===== src/rtl/timer_pkg.sv =====
// Shared definitions for the timer IP: TCR/TSR bit positions, prescaler
// select encodings and the divide-value lookup.
package timer_pkg;

  localparam int unsigned TCR_LOAD_BIT   = 7;
  localparam int unsigned TCR_DW_BIT     = 5;
  localparam int unsigned TCR_EN_BIT     = 4;
  localparam int unsigned TCR_CLK_SEL_HI = 1;
  localparam int unsigned TCR_CLK_SEL_LO = 0;

  localparam int unsigned TSR_OVF_BIT = 0;
  localparam int unsigned TSR_UDF_BIT = 1;

  typedef enum logic [1:0] {
    SEL_DIV2  = 2'b00,
    SEL_DIV4  = 2'b01,
    SEL_DIV8  = 2'b10,
    SEL_DIV16 = 2'b11
  } clk_sel_e;

  function automatic int unsigned div_n(input clk_sel_e sel);
    case (sel)
      SEL_DIV2:  div_n = 2;
      SEL_DIV4:  div_n = 4;
      SEL_DIV8:  div_n = 8;
      default:   div_n = 16;
    endcase
  endfunction

endpackage


===== src/rtl/timer_prescaler.sv =====
// Divides pclk into a one-cycle registered tick every N cycles while enabled;
// a change of clk_sel restarts the division period.
module timer_prescaler
  import timer_pkg::*;
#(
  parameter int unsigned DIV_W = 4
) (
  input  logic       pclk,
  input  logic       preset,
  input  logic       en,
  input  logic       load,
  input  logic [1:0] clk_sel,
  output logic       tick
);

  logic [DIV_W-1:0] div_cnt_q, div_cnt_d;
  logic [1:0]       clk_sel_q, clk_sel_d;
  logic             tick_q, tick_d;
  logic [DIV_W-1:0] div_last;

  assign div_last = DIV_W'(div_n(clk_sel_e'(clk_sel)) - 1);

  always_comb begin
    div_cnt_d = '0;
    tick_d    = 1'b0;
    clk_sel_d = clk_sel;
    if (en && !load && (clk_sel == clk_sel_q)) begin
      if (div_cnt_q == div_last) begin
        tick_d = 1'b1;
      end else begin
        div_cnt_d = div_cnt_q + DIV_W'(1);
      end
    end
  end

  always_ff @(posedge pclk) begin
    if (preset) begin
      div_cnt_q <= '0;
      clk_sel_q <= '0;
      tick_q    <= 1'b0;
    end else begin
      div_cnt_q <= div_cnt_d;
      clk_sel_q <= clk_sel_d;
      tick_q    <= tick_d;
    end
  end

  assign tick = tick_q;

endmodule


===== src/rtl/timer_counter.sv =====
// Timer counting core: loadable up/down counter advanced by the prescaler
// tick, with sticky overflow/underflow flags for TSR[1:0].
module timer_counter
  import timer_pkg::*;
#(
  parameter int unsigned CNT_W = 8,
  parameter int unsigned DIV_W = 4
) (
  input  logic             pclk,
  input  logic             preset,
  input  logic [CNT_W-1:0] tdr,
  input  logic             load,
  input  logic             dw,
  input  logic             en,
  input  logic [1:0]       clk_sel,
  input  logic             ovf_clr,
  input  logic             udf_clr,
  output logic [CNT_W-1:0] cnt,
  output logic             tick,
  output logic             ovf,
  output logic             udf
);

  logic [CNT_W-1:0] cnt_q, cnt_d;
  logic             ovf_q, ovf_d;
  logic             udf_q, udf_d;
  logic             set_ovf, set_udf;

  timer_prescaler #(
    .DIV_W (DIV_W)
  ) u_prescaler (
    .pclk    (pclk),
    .preset  (preset),
    .en      (en),
    .load    (load),
    .clk_sel (clk_sel),
    .tick    (tick)
  );

  always_comb begin
    cnt_d   = cnt_q;
    set_ovf = 1'b0;
    set_udf = 1'b0;
    if (load) begin
      cnt_d = tdr;
    end else if (en && tick) begin
      if (dw) begin
        cnt_d   = cnt_q - CNT_W'(1);
        set_udf = (cnt_q == '0);
      end else begin
        cnt_d   = cnt_q + CNT_W'(1);
        set_ovf = (cnt_q == '1);
      end
    end
    // a set in the same cycle as a clear wins
    ovf_d = set_ovf ? 1'b1 : (ovf_clr ? 1'b0 : ovf_q);
    udf_d = set_udf ? 1'b1 : (udf_clr ? 1'b0 : udf_q);
  end

  always_ff @(posedge pclk) begin
    if (preset) begin
      cnt_q <= '0;
      ovf_q <= 1'b0;
      udf_q <= 1'b0;
    end else begin
      cnt_q <= cnt_d;
      ovf_q <= ovf_d;
      udf_q <= udf_d;
    end
  end

  assign cnt = cnt_q;
  assign ovf = ovf_q;
  assign udf = udf_q;

endmodule


===== config.mk =====
export PLATFORM = sky130hd
export DESIGN_NAME = timer_counter
export DESIGN_NICKNAME = d
export VERILOG_FILES = /design/src/rtl/timer_pkg.sv /design/src/rtl/timer_prescaler.sv /design/src/rtl/timer_counter.sv
export SDC_FILE = /design/constraint.sdc
export NUM_CORES = 1
export LEC_CHECK = 0
export CAP_MARGIN = 5
export CORE_MARGIN = 5
export CORE_UTILIZATION = 52
export CTS_CLUSTER_DIAMETER = 40
export DETAILED_ROUTE_END_ITERATION = 12
export PLACE_DENSITY = 0.88
export SYNTH_ARGS = -nofsm -noshare
export SYNTH_HDL_FRONTEND = slang
export SYNTH_HIERARCHICAL = 1
export SYNTH_SLANG_ARGS = --single-unit

===== constraint.sdc =====
create_clock -name pclk -period 2.75 [get_ports pclk]
set_input_delay 0.55 -clock pclk [delete_from_list [all_inputs] [get_ports pclk]]
set_output_delay 0.55 -clock pclk [all_outputs]
set_load 0.01 [all_outputs]

==> metrics.md <==
| Metric | Value |
|---|---|
| Largest net degree at the start of global routing | `20` |
| Avg Cell Area, Syn | `9.524 um2` |
| DR vias/cell | `6.028` |
| Final Hold Vio Count | `0` |
| H-Tree Depth | `1` |
| Startpoint Class | `primary input` |
| Clock transition at path regs | `110 ps` |
| Post-Synth XOR/XNOR Area | `6.840%` |
| Combinational family with the most area after synthesis | `compound AO/OA/AOI/OAI gates` |
| Setup slack, reg-to-reg | `910 ps` |
| Worst-case vdd ir drop | `0.2586 mV` |
| Critical Path Sink Type | `register` |
| I/O Pins | `28` |
| Async SR Flop Fraction | `0%` |
| Worst stage delay on the critical path | `570 ps` |
| Sequential-to-total area share from yosys stat | `29.53%` |
| Maximum fanout along the worst path | `5` |
| Critical path's slowest cell | `clkdlybuf4s50_1` |
| Vias in the first global route | `1109` |
| PD cells | `367.5 nW/um2` |
| Die Wd | `57.08 um` |
| Post-CTS Hold Buffers | `0` |
| Int Pwr | `0.0003862 W` |
| Hold Crit Start | `udf` |
| Via Count | `1085` |
| First DRT Iteration DRCs | `31` |
| Pre-antenna DRT Iters | `4` |
| Psw | `0.0001610 W` |
| FP Rows | `17` |
| TritonCTS clock tree | `done` |
| Post-synthesis simple-gate area fraction | `23.02%` |
| Placed cells | `176` |
| Layout cells sized above 1 | `11.18%` |
| Compound-cell area share of the yosys netlist | `25.62%` |
| Root buf cell | `clkbuf_4` |
| Non-filler instance count after layout | `180` |
| Hold path cells | `2` |
| Reg2reg start | `cnt[0]` |
| IO Port Bufs | `27` |
| CP Data Required Time | `2970 ps` |
| Crit path from | `dw` |
| # setup viols final | `0` |
| Die ar. | `3258 um2` |
| Gpl congestion | `0.8606` |
| Maximum root-to-sink buffer count | `2` |
| Max Clock Skew | `1.855 ps` |
| GRT Total Usage | `18.39%` |
| Synth Flop Type | `dfxtp_1` |
| Number of synthesized register bits | `17` |
| Worst Tran Pin Value | `454.3 ps` |
| Fraction of the mapped netlist area in adder cells | `9.338%` |
| Critical path class | `primary input to register` |
| MaxCap Viol Count | `0` |
| Commonest non-fill, non-tap cell in the layout | `clkdlybuf4s50_1` |
| Clk Latency, worst-skew pair | `290 ps` |
| RSZ-0062 raised after global routing | `no` |
| Yosys warnings | `6` |
| Sw Share | `29.42%` |
| Combinational power share | `25.6%` |
| Hpwl dp | `2.156 mm` |
| HP Class | `register to register` |
| TritonCTS Buffers | `3` |
| Seq pwr share | `48.9%` |
| Max Freq | `0.4528 GHz` |
| Fill count | `186` |
| First-pass GRT wire length | `4.830 mm` |
| Setup TNS | `0 ps` |
| Leak | `0.5669 nW` |
| Avg WL per Cell | `15.38 um` |
| EDFF count, synth | `0` |
| Hold Crit Endpoint | `udf` |
| Max-slew violation count | `0` |
| Synthesized area | `1152 um2` |
| Syn Inst Count | `121` |
| Drt drc | `0` |
| Initial antenna violation count | `0` |
| Inserted Diodes | `0` |
| Synth Net Count | `146` |
| GR Overflow Total | `0` |
| Post-Route WL | `2.768 mm` |
| Post-route clock period utilization | `80.30%` |
| Die height | `57.08 um` |
| Setup Buffers After CTS | `0` |
| Mux cell area share after synthesis | `2.714%` |
| Core Area | `2170 um2` |
| CP cell instances | `clkdlybuf4s50_1, inv_1, fa_1, nor2b_1, o21ai_0, a211o_1, a221oi_2` |
| Area grow syn2layout | `29.21%` |
| Synth unique cells | `48` |
| Commonest cells after routing, fill and taps aside | `27 x clkdlybuf4s50_1, 17 x dfxtp_1, 8 x a21oi_1` |
| Slew margin rel. | `69.48%` |
| Final nets | `178` |
| Post-cts repair resize count | `0` |
| Reg-to-reg endpoint | `cnt[4]` |
| Status | `complete, no violations` |
| Clk sinks | `17` |
| Antenna-violating nets left | `0` |
| Effective utilization at floorplan | `53.11%` |
| Tmin final | `2208 ps` |
| Clock power frac | `25.5%` |
| Worst r2r path cells | `6` |
| Worst EP arrival | `2420 ps` |
-- cells by family (layout without fill, tap and decap cells) --
kind of cell	after synthesis	after routing
buf+inv	7	38
mux	3	3
simple gates	42	42
fa+ha+maj	8	8
xor+xnor	9	9
flops	17	17
compound gates	35	35
-- registers in the layout, indices dropped and copies added, names as in the netlist --
register	flops
u_prescaler/tick	1
u_prescaler/div_cnt_q	4
udf	1
cnt	8
ovf	1
u_prescaler/clk_sel_q	2
-- Yosys cell counts (all sizes together), types with 3 or more instances --
cell | n | area (um2)
dfxtp | 17 | 340.3
a21oi | 8 | 40.04
ha | 7 | 87.58
nor2b | 7 | 43.79
nand2 | 6 | 25.03
nor2 | 6 | 22.52
xnor2 | 6 | 52.55
a21o | 4 | 30.03
inv | 4 | 15.01
nor4 | 4 | 25.02
nand3 | 3 | 15.01
o211ai | 3 | 27.52
o21a | 3 | 22.52
o21ai | 3 | 18.77
xor2 | 3 | 26.28
-- worst max-delay path: cells and delay by family --
| family | cells | cell delay (ps) |
|---|---|---|
| buffers and inverters | 2 | 680 |
| AOI/OAI and AO/OA | 3 | 560 |
| adders and majority gates | 1 | 460 |
| and+or+nand+nor | 1 | 160 |
-- power by group through the flow --
| stage | logic [W] | registers (W) | clock network [W] |
|---|---|---|---|
| 2_1_floorplan | 0.0000765 | 0.000273 | 0 |
| 3_3_place_gp | 0.000134 | 0.000272 | 0 |
| 3_5_place_dp | 0.000139 | 0.000273 | 0 |
| 4_1_cts | 0.000140 | 0.000267 | 0.000142 |
| 5_1_grt | 0.000153 | 0.000269 | 0.000154 |
| 6_report | 0.000140 | 0.000267 | 0.000140 |
-- how the worst max path moves through the flow --
| stage | to |
|---|---|
| after floorplan | cnt[4] |
| after global placement | cnt[4] |
| after detailed placement | cnt[4] |
| after CTS | cnt[4] |
| after global routing | cnt[4] |
| final | cnt[4] |
-- cell type report --
cell class                 instances  area, um2  share of cell area (%)
clock buffer                       3      22.52                   1.513
clock inverter                     1      5.005                  0.3361
inverter                           4      15.01                   1.008
multi-input combinational         97      778.2                   52.27
sequential                        17      340.3                   22.86
tap                               28      35.03                   2.353
timing repair buffer              30      292.8                   19.66
-- metal layers --
metal / vias up / track usage (%) / part of all wire (%)
met1: 524 / 21.57 / 42
met2: 27 / 32.14 / 52
li1: 530 / - / -
met5: - / 0 / 0
met3: 4 / 4.072 / 5.2
met4: 0 / 7.616 / 1.2
-- stage by stage --
stage | setup slack, ps | hold WS (ps) | util [%] | area (um2) | power [W]
floorplan | 936.4 | 448.5 | - | 1152 | 0.0003495
global placement | 285.1 | 461.0 | 67.36 | 1461 | 0.0004060
detailed placement | 231.2 | 461.5 | 67.36 | 1461 | 0.0004115
CTS | 543.5 | 482.3 | 68.63 | 1489 | 0.0005488
global route | 409.0 | 524.7 | 68.63 | 1489 | 0.0005754
finish | 541.7 | 478.0 | 68.63 | 1489 | 0.0005472
(Power assumes the default switching activity.)
